==> src/rtl/uart_debug_pkg.sv <==
// uart_debug_pkg
//   Shared types and constants for the UART debug controller:
//   command opcode / bus-select enums, receiver and control FSM state
//   encodings, frame length and the 8N1 frame bit helper.
package uart_debug_pkg;

    typedef enum logic [1:0] {
        CMD_NOP  = 2'b00,
        CMD_RST  = 2'b01,
        CMD_STEP = 2'b10,
        CMD_READ = 2'b11
    } cmd_e;

    typedef enum logic [1:0] {
        SEL_ADDR  = 2'b00,
        SEL_RDATA = 2'b01,
        SEL_WDATA = 2'b10,
        SEL_NONE  = 2'b11
    } sel_e;

    // Receiver FSM encoding
    typedef logic [1:0] rx_state_e;
    localparam rx_state_e R_IDLE  = 2'd0;
    localparam rx_state_e R_START = 2'd1;
    localparam rx_state_e R_DATA  = 2'd2;
    localparam rx_state_e R_STOP  = 2'd3;

    // Control FSM encoding
    typedef logic [2:0] ctrl_state_e;
    localparam ctrl_state_e C_IDLE   = 3'd0;
    localparam ctrl_state_e C_DECODE = 3'd1;
    localparam ctrl_state_e C_RST    = 3'd2;
    localparam ctrl_state_e C_STEP   = 3'd3;
    localparam ctrl_state_e C_TX     = 3'd4;

    // start + 8 data + stop
    localparam int unsigned FRAME_BITS = 10;

    // Line level for bit position idx of an 8N1 frame carrying data.
    function automatic logic frame_bit(input logic [3:0] idx, input logic [7:0] data);
        logic [3:0] k;
        k = idx - 4'd1;
        if (idx == 4'd0)
            return 1'b0;
        else if (idx <= 4'd8)
            return data[k[2:0]];
        else
            return 1'b1;
    endfunction

endpackage

==> src/rtl/uart_rx_byte.sv <==
// uart_rx_byte
//   8N1 serial receiver: 2-flop synchroniser, start-bit glitch rejection,
//   mid-bit sampling, stop-bit check. Framed bytes with a bad stop bit are
//   dropped; the receiver re-arms only on a fresh falling edge.
// Ports:
//   clk    in   system clock
//   rst_n  in   asynchronous active-low reset
//   rx     in   serial line (asynchronous, idles high)
//   data   out  last received byte (valid with / after the valid pulse)
//   valid  out  1-cycle pulse when a correctly framed byte completes
module uart_rx_byte
    import uart_debug_pkg::*;
#(
    parameter int CLKS_PER_BIT = 868
) (
    input  logic       clk,
    input  logic       rst_n,
    input  logic       rx,
    output logic [7:0] data,
    output logic       valid
);

    localparam int CNT_W = $clog2(CLKS_PER_BIT);

    logic [1:0]       sync;
    logic             rx_d;
    logic             rx_s;
    rx_state_e        state;
    logic [CNT_W-1:0] cnt;
    logic [2:0]       bit_idx;
    logic [7:0]       shreg;

    assign rx_s = sync[1];
    assign data = shreg;

    // Re-arming uses a falling edge rather than a low level, so after a
    // framing error the line must return high before a new start is seen.
    always_ff @(posedge clk or negedge rst_n) begin
        if (!rst_n) begin
            sync    <= '1;
            rx_d    <= 1'b1;
            state   <= R_IDLE;
            cnt     <= '0;
            bit_idx <= '0;
            shreg   <= '0;
            valid   <= 1'b0;
        end else begin
            sync  <= {sync[0], rx};
            rx_d  <= rx_s;
            valid <= 1'b0;
            case (state)
                R_IDLE: begin
                    if (rx_d && !rx_s) begin
                        state <= R_START;
                        cnt   <= '0;
                    end
                end
                R_START: begin
                    if (cnt == CNT_W'(CLKS_PER_BIT / 2 - 1)) begin
                        cnt     <= '0;
                        bit_idx <= '0;
                        state   <= rx_s ? R_IDLE : R_DATA;
                    end else begin
                        cnt <= cnt + 1'b1;
                    end
                end
                R_DATA: begin
                    if (cnt == CNT_W'(CLKS_PER_BIT - 1)) begin
                        cnt   <= '0;
                        shreg <= {rx_s, shreg[7:1]};
                        if (bit_idx == 3'd7)
                            state <= R_STOP;
                        else
                            bit_idx <= bit_idx + 1'b1;
                    end else begin
                        cnt <= cnt + 1'b1;
                    end
                end
                R_STOP: begin
                    if (cnt == CNT_W'(CLKS_PER_BIT - 1)) begin
                        cnt   <= '0;
                        state <= R_IDLE;
                        valid <= rx_s;
                    end else begin
                        cnt <= cnt + 1'b1;
                    end
                end
                default: state <= R_IDLE;
            endcase
        end
    end

endmodule

==> src/rtl/uart_debug_ctrl.sv <==
// uart_debug_ctrl
//   UART debug controller for the OTTER CPU harness. Receives 8N1 command
//   bytes ([1:0] opcode, [3:2] sel, [7:4] n) and resets the CPU, single-steps
//   it n+1 times, or returns a DATA_W-bit bus snapshot LSB byte first.
// Optional feature macro: UART_DEBUG_ECHO_EN -- echo each accepted command
//   byte as one frame ahead of any action or response.
// Ports:
//   clk        in   system clock
//   rst_n      in   asynchronous active-low reset
//   RX         in   serial command input
//   TX         out  serial response output (8N1, idles high)
//   cpu_clk    out  CPU clock, pulsed only during reset/step
//   cpu_rst    out  CPU reset, active high
//   bus_addr   in   CPU address bus
//   bus_rdata  in   CPU read-data bus
//   bus_wdata  in   CPU write-data bus
module uart_debug_ctrl
    import uart_debug_pkg::*;
#(
    parameter int CLKS_PER_BIT = 868,
    parameter int DATA_W       = 32,
    parameter int RST_CYCLES   = 2,
    parameter int STEP_TICKS   = 4
) (
    input  logic              clk,
    input  logic              rst_n,
    input  logic              RX,
    output logic              TX,
    output logic              cpu_clk,
    output logic              cpu_rst,
    input  logic [DATA_W-1:0] bus_addr,
    input  logic [DATA_W-1:0] bus_rdata,
    input  logic [DATA_W-1:0] bus_wdata
);

    localparam int NBYTES  = DATA_W / 8;
`ifdef UART_DEBUG_ECHO_EN
    localparam int ECHO    = 1;
`else
    localparam int ECHO    = 0;
`endif
    localparam int FR_W    = $clog2(NBYTES + 2);
    localparam int CNT_W   = $clog2(CLKS_PER_BIT);
    localparam int ST_W    = $clog2(STEP_TICKS + 1);
    localparam int PER_MAX = (RST_CYCLES > 16) ? RST_CYCLES : 16;
    localparam int PER_W   = $clog2(PER_MAX);

    logic [7:0]       rx_byte;
    logic             rx_valid;

    ctrl_state_e      state;
    logic [7:0]       cmd;
    logic [DATA_W-1:0] snap_addr, snap_rdata, snap_wdata;

    logic [CNT_W-1:0] tx_cnt;
    logic [3:0]       tx_bit;
    logic [FR_W-1:0]  frame_idx;
    logic [FR_W-1:0]  frame_cnt;

    logic [ST_W-1:0]  ph_cnt;
    logic [PER_W-1:0] periods_left;

    cmd_e             opcode;
    sel_e             sel;
    logic             is_read_data;
    logic [FR_W-1:0]  dec_frames;
    logic [DATA_W-1:0] sel_word;
    logic [FR_W-1:0]  dbyte;
    logic [7:0]       data_byte;
    logic [7:0]       tx_byte;
    logic             tx_bit_end;
    logic             tx_last;
    ctrl_state_e      act_state;
    logic             start_action;

    uart_rx_byte #(
        .CLKS_PER_BIT(CLKS_PER_BIT)
    ) u_rx (
        .clk  (clk),
        .rst_n(rst_n),
        .rx   (RX),
        .data (rx_byte),
        .valid(rx_valid)
    );

    always_comb begin
        opcode       = cmd_e'(cmd[1:0]);
        sel          = sel_e'(cmd[3:2]);
        is_read_data = (opcode == CMD_READ) && (sel != SEL_NONE);
        dec_frames   = FR_W'(ECHO) + (is_read_data ? FR_W'(NBYTES) : '0);

        case (sel)
            SEL_ADDR:  sel_word = snap_addr;
            SEL_RDATA: sel_word = snap_rdata;
            default:   sel_word = snap_wdata;
        endcase

        // Data frames follow the optional echo frame.
        dbyte     = frame_idx - FR_W'(ECHO);
        data_byte = '0;
        for (int unsigned i = 0; i < NBYTES; i++) begin
            if (dbyte == FR_W'(i))
                data_byte = sel_word[8*i +: 8];
        end
`ifdef UART_DEBUG_ECHO_EN
        tx_byte = (frame_idx == '0) ? cmd : data_byte;
`else
        tx_byte = data_byte;
`endif

        tx_bit_end = (tx_cnt == CNT_W'(CLKS_PER_BIT - 1));
        tx_last    = (state == C_TX) && tx_bit_end &&
                     (tx_bit == 4'(FRAME_BITS - 1)) &&
                     (frame_idx == frame_cnt - 1'b1);

        case (opcode)
            CMD_RST:  act_state = C_RST;
            CMD_STEP: act_state = C_STEP;
            default:  act_state = C_IDLE;
        endcase

        // Actions run either straight from decode (nothing to send) or
        // after the last transmitted frame (echo ahead of RST/STEP).
        start_action = ((state == C_DECODE) && (dec_frames == '0)) || tx_last;
    end

    always_ff @(posedge clk or negedge rst_n) begin
        if (!rst_n) begin
            state        <= C_IDLE;
            cmd          <= '0;
            snap_addr    <= '0;
            snap_rdata   <= '0;
            snap_wdata   <= '0;
            TX           <= 1'b1;
            tx_cnt       <= '0;
            tx_bit       <= '0;
            frame_idx    <= '0;
            frame_cnt    <= '0;
            cpu_clk      <= 1'b0;
            cpu_rst      <= 1'b0;
            ph_cnt       <= '0;
            periods_left <= '0;
        end else begin
            case (state)
                C_IDLE: begin
                    if (rx_valid) begin
                        cmd   <= rx_byte;
                        state <= C_DECODE;
                    end
                end
                C_DECODE: begin
                    snap_addr  <= bus_addr;
                    snap_rdata <= bus_rdata;
                    snap_wdata <= bus_wdata;
                    frame_cnt  <= dec_frames;
                    frame_idx  <= '0;
                    if (dec_frames != '0) begin
                        state  <= C_TX;
                        TX     <= 1'b0;
                        tx_cnt <= '0;
                        tx_bit <= '0;
                    end
                end
                C_TX: begin
                    if (tx_bit_end) begin
                        tx_cnt <= '0;
                        if (tx_bit == 4'(FRAME_BITS - 1)) begin
                            if (frame_idx == frame_cnt - 1'b1) begin
                                TX    <= 1'b1;
                                state <= C_IDLE;
                            end else begin
                                frame_idx <= frame_idx + 1'b1;
                                tx_bit    <= '0;
                                TX        <= 1'b0;
                            end
                        end else begin
                            tx_bit <= tx_bit + 1'b1;
                            TX     <= frame_bit(tx_bit + 4'd1, tx_byte);
                        end
                    end else begin
                        tx_cnt <= tx_cnt + 1'b1;
                    end
                end
                C_RST, C_STEP: begin
                    if (ph_cnt == ST_W'(STEP_TICKS - 1)) begin
                        ph_cnt <= '0;
                        if (cpu_clk) begin
                            cpu_clk <= 1'b0;
                        end else if (periods_left == '0) begin
                            cpu_rst <= 1'b0;
                            state   <= C_IDLE;
                        end else begin
                            periods_left <= periods_left - 1'b1;
                            cpu_clk      <= 1'b1;
                        end
                    end else begin
                        ph_cnt <= ph_cnt + 1'b1;
                    end
                end
                default: state <= C_IDLE;
            endcase

            if (start_action) begin
                state <= act_state;
                if (act_state != C_IDLE) begin
                    cpu_clk <= 1'b1;
                    cpu_rst <= (act_state == C_RST);
                    ph_cnt  <= '0;
                    periods_left <= (act_state == C_RST) ? PER_W'(RST_CYCLES - 1)
                                                         : PER_W'(cmd[7:4]);
                end
            end
        end
    end

endmodule

==> config.mk <==
export PLATFORM = sky130hd
export DESIGN_NAME = uart_debug_ctrl
export DESIGN_NICKNAME = d
export VERILOG_FILES = /design/src/rtl/uart_debug_pkg.sv /design/src/rtl/uart_rx_byte.sv /design/src/rtl/uart_debug_ctrl.sv
export SDC_FILE = /design/constraint.sdc
export NUM_CORES = 1
export LEC_CHECK = 0
export ABC_AREA = 1
export ABC_CLOCK_PERIOD_IN_PS = 3300
export BUFFER_PORTS_ARGS = -buffer_cell sky130_fd_sc_hd__buf_2
export CORE_UTILIZATION = 25
export CTS_CLUSTER_SIZE = 20
export DETAILED_ROUTE_END_ITERATION = 10
export PLACE_DENSITY = 0.48
export SYNTH_ARGS = -nofsm -noshare
export SYNTH_HDL_FRONTEND = slang
export SYNTH_SLANG_ARGS = --single-unit
export TNS_END_PERCENT = 100
==> constraint.sdc <==
create_clock -name clk -period 3.3 [get_ports clk]
set_input_delay 0.495 -clock clk [delete_from_list [all_inputs] [get_ports clk]]
set_output_delay 0.495 -clock clk [all_outputs]
set_load 0.03 [all_outputs]
Word-level counts from Yosys, hierarchy flattened
Cells that the tools add are included.
- register bits: 164
- input bits: 99
- word-level logic and storage cells: 182
- add/sub/neg operators: 9
- $lt $le $gt $ge: 2
- eq/ne operators: 42
- mux-type cells: 78
- reductions and logical operators: 30
- operators by type and width (cell ; number):
    case mux 32 bit (2 select lines) ; 1
    2-to-1 mux 3 bit ; 20
    2-to-1 mux 10 bit ; 5
    2-to-1 mux 4 bit ; 11
    2-to-1 mux 8 bit ; 4
    case mux 10 bit (3 select lines) ; 1
    2-to-1 mux 1 bit ; 21
    adder 10 x 1 -> 10 bit, second input constant ; 2
    equality test 10 bit, second input constant ; 2
    case mux 10 bit (2 select lines) ; 1
    equality test 3 x 2 -> 1 bit, second input constant ; 6
    inequality test 3 bit, second input constant ; 5
    inequality test 2 x 1 -> 1 bit, second input constant ; 7
    2-to-1 mux 2 bit ; 6
    inequality test 3 x 2 -> 1 bit, second input constant ; 4
    case mux 3 bit (2 select lines) ; 2
    case mux 3 bit (4 select lines) ; 1
    AND reduction 4 bit ; 3
    equality test 10 x 9 -> 1 bit, second input constant ; 1
    adder 3 x 1 -> 3 bit, second input constant ; 3
    logical NOT 3 bit ; 3
    equality test 2 bit, second input constant ; 4
    logical NOT 4 bit ; 2
    inequality test 2 bit, second input constant ; 4
    26 further kinds ; 42

Depth between registers and ports, before layout
- word-level depth: 13
- gate-level depth with buffers: 15

Cells and area by module
Synthesis repeated with hierarchy kept, for this count alone.
- cell total of the unflattened synthesis: 1032
- area, all modules: 7947.6 um^2
- by module, submodules not included (module ; instances ; cells each ; area each (um^2) ; seq. area each (um^2)):
    uart_debug_ctrl ; 1 ; 871 ; 6586.3 ; 3379.5
    uart_rx_byte ; 1 ; 161 ; 1361.3 ; 679.4

Least setup slack after synthesis
No wires, ideal clock.
- kind: register -> register
- from: reg frame_idx[0]
- to: reg TX
- library setup time: 0.076 ns
- arrival time: 1.810 ns
- slack: 1.415 ns
- cell stages (with the launch flop): 16
- path buffers: 0
- period minus slack after synthesis: 1.885 ns
- path through: dfrtp_1 -> inv_1 -> ha_1 -> inv_1 -> nor2_1 -> clkinv_1 -> o21ai_0 -> inv_1 -> nand2_1 -> nand2_1 -> nand3_1 -> nand3_1 -> nand2_1 -> nand2_1 -> nand2_1 -> nand2_1
- cells in the longest elaborated chain, start to end: 12
- elaborated cells on any way between the ends: 17
- ends and longest elaborated chain (what ; RTL line ; text):
    start: declaration ; uart_debug_ctrl.sv:57 ; logic [FR_W-1:0] frame_idx;
    start signal: assignment ; uart_debug_ctrl.sv:172 ; frame_idx <= frame_idx + 1'b1;
    logical NOT 3 bit ; uart_debug_ctrl.sv:102 ; if (dbyte == FR_W'(i))
    2-to-1 mux 8 bit (4 in a row) ; uart_debug_ctrl.sv:102 ;
    binary-select mux 1 bit (select 3 bit) ; uart_debug_pkg.sv:46 ; return data[k[2:0]];
    2-to-1 mux 1 bit (implied by the code) ; uart_debug_pkg.sv:46 ;
    2-to-1 mux 1 bit ; uart_debug_pkg.sv:45 ; else if (idx <= 4'd8)
    2-to-1 mux 1 bit ; uart_debug_pkg.sv:43 ; if (idx == 4'd0)
    2-to-1 mux 1 bit * ; uart_debug_ctrl.sv:167 ; if (tx_bit == 4'(FRAME_BITS - 1)) begin
    2-to-1 mux 1 bit * ; uart_debug_ctrl.sv:165 ; if (tx_bit_end) begin
    case mux 1 bit (2 select lines) * ; uart_debug_ctrl.sv:144 ; case (state)
    end signal: assignment ; uart_debug_ctrl.sv:178 ; TX <= frame_bit(tx_bit + 4'd1, tx_byte);
    end: declaration ; uart_debug_ctrl.sv:28 ; output logic TX,
Mark *: on every way between the ends. The rest lies on a longest branch, timed or not. The select of a mux whose other input is x is not followed.
A chain may end at the register's enable or synchronous reset.

Worst setup path in the final report
Same ends and word-level chain as after synthesis.

==> impl_metrics.ini <==
[run_status]
outcome = finished, final reports clean

[timing]
fmax_mhz = 430
tightestPinTransition_ns = 1.17
hold_viol_final = 0
fin_crit_sh = 0.704
hold_ws_ns = 0.162
finalCriticalPeriod_ns = 2.32
slew_viol_final = 0
relSlewSlack = 0.211
setup-tns-final_ns = 0
setup_viol = 0
rsz0062_at_grt = no
fin_worst_skew_ns = 0.0179

[setup_path]
startpoint = frame_idx[0]
reg2reg_to = TX
r2r-start = frame_idx[0]
worstPathMaxFanout = 9
crit_required_ns = 3.67
cp_data_arrival_time_ns = 2.69
start_kind = flop
reg2regPathDepth = 15
critPathKind = reg -> reg
worstSetupEndpointType = flop
r2r_slack_ns = 0.98

[cts]
clkSinkCount = 162
holdBufCountCts = 1
cts_root_buf = clkbuf_16
clock_path_buffers = 2
path_clk_slew_ns = 0.08
cts_buffers = 17
cts_tree = done
insertion_delay_ns = 0.44
post_cts_buffers = 0
cts-htree-levels = 4
cts_resized = 0

[power_and_ir_drop]
power_density_nw_per_um2 = 470
p_leak_nw = 4.47
p_total_mw = 4.40
worst_ir_drop_vdd_mv = 0.338

[logic_synthesis]
avgSynthCellArea_um2 = 7.71
synth.distinct_cells = 34
synth_area_um2 = 7820
synth_enable_flop_cells = 0
netlist_instances = 1014
async_flop_share = 1.00
ys_ff_latch = 162
syn_nets = 1130
ys_warn_count = 0
ys.flop_type = dfrtp_1
ys_seq_area_frac = 0.519

[floorplan]
die_y_um = 179
initial_core_util = 0.255
coreArea_um2 = 30700
die_w_um = 179
die-area_um2 = 32000
rows = 64
io-pin-count = 102

[cells_and_area]
final_area_um2 = 9370
nFillCells = 3338
layout-drive-gt1-share = 0.143
num_antenna_cells = 0
nets = 1221
regArea_um2 = 4060
area_delta_synth_final_pct = 19.8
multiInputGateArea_um2 = 3320

[routing]
drtPass1Iterations = 5
drt-wirelength-per-cell_um = 13.4
drc = 0
viasPerCell = 4.38
vias = 6630
wirelength_um = 20300
first_iter_violations = 443
ant_nets = 0

[global_route]
grt.overflow.total = 0
grt_pass1_vias = 6181
grt_pass1_wl_um = 32700
antenna_found_initial = 0
grt_max_degree = 100
track_usage = 0.132

[hold_path]
hold_depth = 1
min_path_type = in -> reg
hp-start = RX
hold_path_end = u_rx.sync[0]

[run]
drv_cap = 0

[placement]
gp_congestion = 0.826
postPlaceCellArea_um2 = 8750
port_buffers = 101
dp_hpwl_um = 14400
[kinds of logic after synthesis]
family | Yosys count | synth area share
fa+ha+maj | 17 | 0.0272
buf+inv | 117 | 0.0574
compound gates | 88 | 0.0641
xor+xnor | 10 | 0.0112
simple gates | 620 | 0.321
flops | 162 | 0.519
[per-layer routing]
metal | wire [um] | part of all wire | global-route usage
met2 | 8920 | 0.44 | 0.193
met1 | 10500 | 0.52 | 0.194
met5 | 0 | 0 | 0
met4 | 217 | 0.011 | 0.0378
met3 | 658 | 0.032 | 0.0254
[power by group]
group / internal, mW / switching (mW) / leakage (nW)
combinational: 0.116 / 0.219 / 2.44
clock: 1.03 / 0.977 / 0.296
sequential: 2.02 / 0.0374 / 1.74
total: 3.17 / 1.23 / 4.47
[flip-flops by register name (all words and copies together) (netlist names), 4 cells and up, named ones only]
register and flops:
cmd 8, periods_left 4, snap_rdata 32, tx_cnt 10, snap_addr 32, u_rx.cnt 10, tx_bit 4, u_rx.data 8
snap_wdata 32
[worst max-delay path, cell delays in order, from the launching register on]
cell	delay, ns
dfrtp_1	0.42
inv_1	0.09
ha_1	0.14
inv_1	0.04
nor2_1	0.41
clkinv_1	0.38
o21ai_0	0.24
inv_1	0.06
nand2_1	0.05
nand2_1	0.04
nand3_1	0.07
nand3_1	0.07
nand2_1	0.10
nand2_1	0.06
nand2_1	0.05
nand2_1	0.04
[how the worst max path moves through the flow]
stage               endpoint  slack (ns)  cells after the start
floorplan                 TX        1.41                     15
global placement          TX        0.99                     15
detailed placement        TX        0.97                     15
CTS                       TX        0.96                     15
global route              TX        0.63                     15
finish                    TX        0.98                     15
[area by class of cell]
cell class / instances / share of cell area
Tap cell: 396 / 0.0529
Multi-Input combinational cell: 735 / 0.355
Inverter: 80 / 0.0321
Clock buffer: 17 / 0.0454
Sequential cell: 162 / 0.433
Clock inverter: 15 / 0.0191
Timing Repair Buffer: 109 / 0.0626
[synthesized netlist by cell type, types with 3 or more instances]
master    number  area, um2
nor2_1        36        135
nand2_1      484       1820
nor4_1         4       25.0
o21ai_0       38        190
o32ai_1        3       26.3
dfstp_2        4        105
buf_2          8       40.0
a31oi_1        4       25.0
ha_1          17        213
clkbuf_1      27        101
nand4_1       10       62.6
nand3_1       69        345
inv_1         72        270
o22ai_1       10       62.6
dfrtp_1      158       3950
xor2_1         8       70.1
o31ai_1        3       22.5
nor3_1        10       50.1
a21oi_1       21        105
inv_2          7       26.3
[stage by stage]
step	setup WS, ns	instances	utilization
after detailed placement	0.967	1481	0.285
after floorplan	1.41	1014	-
after global placement	0.990	1481	0.285
after CTS	0.959	1514	0.305
after global routing	0.626	1514	0.305
final	0.976	1514	0.305
[layout by cell type, fill, tap and decap left out, types with 3 or more instances in the layout]
cell	instances
dfstp_2	4
nand3_1	69
a21oi_1	21
nor3_1	10
o21ai_0	38
a31oi_1	4
dfrtp_1	158
clkinv_4	4
buf_4	6
o32ai_1	3
nor2_1	35
clkbuf_16	17
nor4_1	4
nand4_1	10
inv_8	7
nand2_1	484
ha_1	17
clkinv_8	4
inv_2	7
inv_1	72
buf_2	100
xor2_1	8
o31ai_1	3
o22ai_1	10
Note: power is estimated with default switching activity, not from simulation.
